==> config.mk <==
export PLATFORM = sky130hd
export DESIGN_NAME = seven_segment_mux
export DESIGN_NICKNAME = d
export VERILOG_FILES = /design/src/rtl/seven_segment_mux.sv
export SDC_FILE = /design/constraint.sdc
export NUM_CORES = 1
export LEC_CHECK = 0
export BUFFER_PORTS_ARGS = -buffer_cell sky130_fd_sc_hd__buf_2
export CORE_MARGIN = 2
export CORE_UTILIZATION = 55
export CTS_CLUSTER_DIAMETER = 100
export DETAILED_ROUTE_END_ITERATION = 12
export GPL_ROUTABILITY_DRIVEN = 1
export PLACE_DENSITY = 0.8
export SYNTH_ARGS = -nofsm -noshare
export SYNTH_HDL_FRONTEND = slang
export SYNTH_SLANG_ARGS = --single-unit
export TNS_END_PERCENT = 50
==> constraint.sdc <==
create_clock -name clk -period 5.35 [get_ports clk]
set_clock_uncertainty 0.1 [all_clocks]
set_input_delay 0.535 -clock clk [delete_from_list [all_inputs] [get_ports clk]]
set_output_delay 0.535 -clock clk [all_outputs]
set_load 0.01 [all_outputs]
==> src/rtl/seven_segment_mux.sv <==
// seven_segment_mux: time-multiplexed driver for an N-digit common-anode
// seven-segment display. One digit is lit at a time for REFRESH_CYCLES
// cycles. Input data, blank and dp controls are latched into shadow registers
// once per frame, so a digit never shows a torn value. All outputs are
// registered and active-low.
//
// Optional feature macro: SEVEN_SEG_LEADING_ZERO_BLANK_EN
//   When defined, zero nibbles above the most significant nonzero digit are
//   shown dark (segments off). Digit 0 is never suppressed. Anode and dp of a
//   suppressed digit still follow blank_in and dp_in.
module seven_segment_mux #(
    parameter int NUM_DIGITS     = 4,
    parameter int REFRESH_CYCLES = 100000
) (
    input  logic                    clk,
    input  logic                    reset,
    input  logic [4*NUM_DIGITS-1:0] data_in,
    input  logic [NUM_DIGITS-1:0]   blank_in,
    input  logic [NUM_DIGITS-1:0]   dp_in,
    output logic [6:0]              segment,
    output logic                    dp,
    output logic [NUM_DIGITS-1:0]   anode,
    output logic                    frame_start
);

    localparam int CNT_W = $clog2(REFRESH_CYCLES);
    localparam int IDX_W = (NUM_DIGITS > 1) ? $clog2(NUM_DIGITS) : 1;
    localparam logic [CNT_W-1:0] CNT_LAST = CNT_W'(REFRESH_CYCLES - 1);
    localparam logic [IDX_W-1:0] IDX_LAST = IDX_W'(NUM_DIGITS - 1);

    logic [CNT_W-1:0]        cnt_reg;
    logic [IDX_W-1:0]        idx_reg;
    logic                    prime_reg;
    logic                    load_seen_reg;
    logic [4*NUM_DIGITS-1:0] data_shadow_reg;
    logic [NUM_DIGITS-1:0]   blank_shadow_reg;
    logic [NUM_DIGITS-1:0]   dp_shadow_reg;
    logic [6:0]              segment_reg;
    logic                    dp_reg;
    logic [NUM_DIGITS-1:0]   anode_reg;
    logic                    frame_start_reg;

    logic [6:0]              segment_next;
    logic                    dp_next;
    logic [NUM_DIGITS-1:0]   anode_next;

    logic                    cnt_wrap;
    logic                    load_now;
    logic [3:0]              shadow_nib [NUM_DIGITS];

    assign cnt_wrap = (cnt_reg == CNT_LAST);
    // A load happens on the frame wrap (last digit back to digit 0) or on the
    // first edge after reset release.
    assign load_now = prime_reg || (cnt_wrap && (idx_reg == IDX_LAST));

    // Unpack the shadow nibbles so the current digit can be selected by index.
    genvar gi;
    generate
        for (gi = 0; gi < NUM_DIGITS; gi++) begin : g_nib
            assign shadow_nib[gi] = data_shadow_reg[4*gi +: 4];
        end
    endgenerate

    function automatic logic [6:0] hex_to_seg(input logic [3:0] v);
        logic [6:0] s;
        case (v)
            4'h0:    s = 7'b1000000;
            4'h1:    s = 7'b1111001;
            4'h2:    s = 7'b0100100;
            4'h3:    s = 7'b0110000;
            4'h4:    s = 7'b0011001;
            4'h5:    s = 7'b0010010;
            4'h6:    s = 7'b0000010;
            4'h7:    s = 7'b1111000;
            4'h8:    s = 7'b0000000;
            4'h9:    s = 7'b0010000;
            4'hA:    s = 7'b0001000;
            4'hB:    s = 7'b0000011;
            4'hC:    s = 7'b1000110;
            4'hD:    s = 7'b0100001;
            4'hE:    s = 7'b0000110;
            default: s = 7'b0001110;
        endcase
        return s;
    endfunction

`ifdef SEVEN_SEG_LEADING_ZERO_BLANK_EN
    logic [NUM_DIGITS-1:0] supp_next;
    logic [NUM_DIGITS-1:0] supp_shadow_reg;

    // Walk from the top digit down; a digit is suppressed while every digit
    // at or above it is zero. Digit 0 always stays visible.
    always_comb begin
        logic run;
        supp_next = '0;
        run       = 1'b1;
        for (int k = NUM_DIGITS - 1; k >= 1; k--) begin
            run          = run && (data_in[4*k +: 4] == 4'h0);
            supp_next[k] = run;
        end
    end

    // Suppression mask is latched together with the rest of the shadow.
    always_ff @(posedge clk or posedge reset) begin
        if (reset) begin
            supp_shadow_reg <= '0;
        end else if (load_now) begin
            supp_shadow_reg <= supp_next;
        end
    end
`endif

    // Output decode for the digit currently selected by idx.
    always_comb begin
        anode_next   = '1;
        segment_next = 7'h7F;
        dp_next      = 1'b1;
        if (!blank_shadow_reg[idx_reg]) begin
            anode_next   = ~(NUM_DIGITS'(1) << idx_reg);
            segment_next = hex_to_seg(shadow_nib[idx_reg]);
`ifdef SEVEN_SEG_LEADING_ZERO_BLANK_EN
            if (supp_shadow_reg[idx_reg]) begin
                segment_next = 7'h7F;
            end
`endif
            dp_next      = ~dp_shadow_reg[idx_reg];
        end
    end

    // Refresh counter, digit index, shadow loads and registered outputs.
    always_ff @(posedge clk or posedge reset) begin
        if (reset) begin
            cnt_reg          <= '0;
            idx_reg          <= '0;
            prime_reg        <= 1'b1;
            load_seen_reg    <= 1'b0;
            data_shadow_reg  <= '0;
            blank_shadow_reg <= '1;
            dp_shadow_reg    <= '0;
            segment_reg      <= 7'h7F;
            dp_reg           <= 1'b1;
            anode_reg        <= '1;
            frame_start_reg  <= 1'b0;
        end else begin
            if (cnt_wrap) begin
                cnt_reg <= '0;
                idx_reg <= (idx_reg == IDX_LAST) ? '0 : idx_reg + 1'b1;
            end else begin
                cnt_reg <= cnt_reg + 1'b1;
            end

            prime_reg <= 1'b0;
            if (load_now) begin
                data_shadow_reg  <= data_in;
                blank_shadow_reg <= blank_in;
                dp_shadow_reg    <= dp_in;
            end

            // frame_start lines up with the first output cycle of the new
            // shadow contents, one edge after the load itself.
            load_seen_reg   <= load_now;
            frame_start_reg <= load_seen_reg;

            segment_reg <= segment_next;
            dp_reg      <= dp_next;
            anode_reg   <= anode_next;
        end
    end

    assign segment     = segment_reg;
    assign dp          = dp_reg;
    assign anode       = anode_reg;
    assign frame_start = frame_start_reg;

endmodule

Yosys cells after proc, flatten, opt, wreduce, memory -nomap -nowiden --
Memories as Yosys holds them, arrays and structs flattened. Index checks and enable logic that the tools add are counted.
Storage, ports and cells: bits in writable memories 0, bits in registers 58, output and inout port bits 13, memories 1, bits in latches 0, ROM bits 112, input bits 26, word-level logic and storage cells 36
Operators by class: shift-type cells 1, div/mod/pow operators 0, add/sub/neg operators 2, bitwise operators 3, muxes and demuxes 12, $lt $le $gt $ge 2, multipliers 0, reductions and logical operators 2, equal/unequal tests 2
Memories:
- (no name shown) | depth 16, width 7, rd ports 1, clocked after memory_dff 0, wr ports 0, line 66 | case (v)
Operator list (count):
- $add 17x1->17 const B | 1
- $eq 17x17->1 const B | 1
- $mux 17 | 1
- $mux 4 | 3
- $bmux 4 s2 | 1
- $mux 7 | 1
- $bmux 1 s2 | 2
- $not 4->4 | 1
- $shl 1x2->4 const A | 1
- $ge 3x3->1 const B | 1
- $lt 2x3->1 const B | 1
- $mux 1 | 3
- $not 2->3 | 1
- $add 2x1->2 const B | 1
- $eq 2x2->1 const B | 1
- $mux 2 | 1
- $logic_and 1x1->1 | 1
- $logic_or 1x1->1 | 1
- $not 1->1 | 1

Longest topological paths before layout --
An unclocked memory read counts as a cell.
word-level depth 6, mapped depth 8, mapped depth without buffers 7

Worst setup path before layout --
OpenSTA, ideal clock, no wires.
path type register to register, from register cnt_reg[0], to register data_shadow_reg[15], buffers on the path 2, cell stages (with the launch flop) 8, path slack 3274 ps, required time 5125 ps, arrival 1851 ps, period minus slack after synthesis 2076 ps, library setup time 125 ps, cell sequence dfrtp_1 > ha_1 > and4_1 > and4_1 > buf_4 > a21oi_4 > buf_6 > mux2_4
On the way: word-level cells in the longest chain between the ends 3
Ends and longest elaborated chain:
- start, declared | line 31 | logic [CNT_W-1:0] cnt_reg;
- start signal, assigned | line 149 | cnt_reg <= cnt_reg + 1'b1;
- $eq 17x17->1 | line 51 | assign cnt_wrap = (cnt_reg == CNT_LAST);
- $logic_and 1x1->1 | line 54 | assign load_now = prime_reg || (cnt_wrap && (idx_reg == IDX_LAST));
- $logic_or 1x1->1 | line 54
- end signal, assigned | line 154 | data_shadow_reg <= data_in;
- end, declared | line 35 | logic [4*NUM_DIGITS-1:0] data_shadow_reg;
No other way between the ends. A chain may end at the register's enable or synchronous reset.

Worst setup path in the final report --
from register cnt_reg[0], to register data_shadow_reg[12]
The elaborated chain is that of the path after synthesis.

==> results.json <==
{
  "netlist_area_um2": 2781,
  "fin_setup_tns_ns": 0,
  "comb_power_share_pct": 11.8,
  "final_core_util_pct": 66.14,
  "cts_resized": 0,
  "status": "completed",
  "synth-seq-cells": 58,
  "drv_slew": 0,
  "insertion_delay_ns": 0.34,
  "die_x_um": 75.12,
  "grt_pass1_wl_mm": 7.555,
  "period_needed_ns": 2.681,
  "r2r-start": "cnt_reg[0]$_DFF_PP0_",
  "yosysSeqAreaShare_pct": 52.95,
  "syn-num-nets": 247,
  "core_area_um2": 4786,
  "grt-ovfl-total": 0,
  "grt_pass1_vias": 1582,
  "regArea_um2": 1473,
  "synth.lib_cells_used.distinct": 38,
  "min_from": "load_seen_reg$_DFF_PP0_",
  "powerDensity_nw_per_um2": 306.0,
  "drtIter0Drc": 96,
  "crit_start": "cnt_reg[0]$_DFF_PP0_",
  "start_util_pct": 58.12,
  "fmax_mhz": 373.0,
  "hp-class": "flip-flop to flip-flop",
  "antenna_cells": 0,
  "port_buffers": 38,
  "yosysWarningCount": 0,
  "criticalPathCategory": "flip-flop to flip-flop",
  "cts_root_buf": "clkbuf_8",
  "ctsHoldBuffers": 0,
  "rsz0062_at_grt": "no",
  "p_leak_uw": 0.001461,
  "path_clk_slew_ns": 0.06,
  "ir_drop_uv": 194.6,
  "core.rowCount": 25,
  "dieArea_um2": 5642,
  "ant_nets": 0,
  "start_kind": "flip-flop",
  "drive_gt1_share_pct": 38.82,
  "clk_path_buf_depth": 2,
  "wl_per_cell_um": 13.68,
  "hold_viol_final": 0,
  "maxSlewHeadroom_pct": 32.10,
  "dr.pass1.iters": 4,
  "netlist.area_leader.share_pct": 36.89,
  "route.detailed.drc": 0,
  "endpoint_kind": "flip-flop",
  "worstPathArrival_ns": 2.80,
  "avgSynthCellArea_um2": 13.24,
  "io_pins": 39,
  "multi_input_area_um2": 1195,
  "synthCells": 210,
  "cts_inserted_buffers": 9,
  "wl_mm": 4.404,
  "postCtsSetupBuffers": 0,
  "gp_congestion": 0.8186,
  "p_int_uw": 741.6,
  "grt_usage_pct": 18.77,
  "synthToLayoutAreaGrowth_pct": 13.81,
  "htree_levels": 3,
  "fin_nets": 287,
  "maxCapViolCount": 0,
  "cts_tree": "built",
  "grt_max_degree": 59,
  "clock_sinks": 58,
  "vias_per_cell": 5.109,
  "tightestPinTransition_ns": 1.016,
  "fillers": 371,
  "largest_reg_flops": 17,
  "power_frac_seq_pct": 50.7,
  "switchingPower_uw": 227.0,
  "fp.dieH_um": 75.12,
  "hpwlAfterDp_mm": 3.053,
  "vias": 1645,
  "setup_viol": 0,
  "yosys.area.top_type": "dfrtp_1",
  "cp.required_ns": 5.47,
  "p_clk_share_pct": 37.5,
  "p_sw_share_pct": 23.44,
  "worst-path-max-fanout": 25,
  "antenna_found_initial": 0,
  "period_share_pct": 50.11,
  "synthTopCellsByArea": "dfrtp_1 (37%), dfstp_2 (16%), mux2_4 (10%), ha_1 (4.9%), mux4_2 (4.0%)"
}
## per-stage QoR
stage	hold slack, ns	setup slack (ns)	cells	total power (uW)	cell area (um^2)
final	0.2486	2.669	322	968.6	3166
after global routing	0.2589	2.501	322	1011	3166
after CTS	0.2541	2.644	322	981.3	3166
after detailed placement	0.2410	2.644	306	614.0	2983
after global placement	0.2372	2.710	306	608.8	2983
after floorplan	0.2312	3.274	210	581.8	2781
## cells in the final DEF, fill, tap and decap left out, drive strengths merged
cell type | netlist | routed
dfstp | 17 | 17
clkbuf | 3 | 14
xor2 | 8 | 8
and4 | 2 | 2
mux2 | 28 | 28
nor4b | 1 | 1
dfrtp | 41 | 41
nand3 | 6 | 6
mux2i | 4 | 4
inv | 9 | 9
o211ai | 2 | 2
nand2 | 17 | 17
nor2b | 1 | 1
clkinv | 0 | 2
and3 | 4 | 4
or4 | 2 | 2
and2 | 1 | 1
buf | 7 | 39
o221ai | 1 | 1
mux4 | 5 | 5
ha | 11 | 11
o22ai | 1 | 1
o21ai | 4 | 4
o31ai | 2 | 2
nor2 | 12 | 12
conb | 1 | 1
nand2b | 2 | 2
a21oi | 4 | 4
nor4bb | 2 | 2
o311ai | 1 | 1
nand4 | 6 | 6
xnor2 | 5 | 5
## synth_stat cells, drive strengths merged
cell type / instances
or4: 2
xor2: 8
nor4b: 1
nor2: 12
nand2: 17
and2: 1
o21ai: 4
o22ai: 1
nand2b: 2
and3: 4
dfrtp: 41
mux2: 28
nor4bb: 2
a21oi: 4
buf: 7
clkbuf: 3
nand4: 6
dfstp: 17
nor2b: 1
mux2i: 4
o211ai: 2
nand3: 6
and4: 2
xnor2: 5
inv: 9
mux4: 5
o311ai: 1
o31ai: 2
ha: 11
conb: 1
o221ai: 1
## worst max-delay path: stages (launching register included)
cell     delay, ns
dfrtp_1       0.39
ha_1          0.24
and4_1        0.24
and4_1        0.34
a21oi_4       0.87
mux2_1        0.39
## cell type report
class                   count  share of cell area (%)
repair buffers             39                   6.245
inverters                   9                   1.067
well taps                  67                   2.648
clock inverters             2                  0.3162
multi-input cells         133                   37.75
flip-flops and latches     58                   46.52
clock buffers              14                   5.455
## path summary, 6_finish.rpt
| check | slack [ns] | cells after the start | to |
|---|---|---|---|
| max | 2.67 | 5 | data_shadow_reg[12]$_DFFE_PP0P_ |
| min | 0.25 | 0 | frame_start$_DFF_PP0_ |
| max reg2reg | 2.67 | 5 | data_shadow_reg[12]$_DFFE_PP0P_ |
| min reg2reg | 0.25 | 0 | frame_start$_DFF_PP0_ |
| max in group asynchronous | 4.40 | 3 | cnt_reg[5]$_DFF_PP0_ |
| min in group asynchronous | 0.28 | 3 | cnt_reg[7]$_DFF_PP0_ |
## power groups by stage
stage                     Clock (uW)  Combinational [uW]  Sequential, uW
after floorplan                    0                81.7             500
after global placement             0                 112             497
after detailed placement           0                 116             498
after CTS                        374                 116             491
after global routing             390                 127             494
final                            363                 115             491
## kinds of logic (layout without fill, tap and decap cells)
logic type	Yosys count	in the layout	share of synthesized area, %
muxes	37	37	19.39
adders and majority gates	11	11	4.948
and+or+nand+nor	56	56	10.62
DFF	58	58	52.95
buffers and inverters	19	64	4.093
AOI/OAI and AO/OA	15	15	3.779
other	1	1	0.1348
xor gates and xnor gates	13	13	4.094
## layer usage
layer  global-route usage, %  vias to the layer above  wire (um)
li1                        -                      808          -
met1                   25.80                      779       2152
met2                   25.54                       45       1889
met3                   4.953                       13        200
met4                   13.89                        0        162
met5                       0                        -          0
Power figures use the tool's default switching activity.
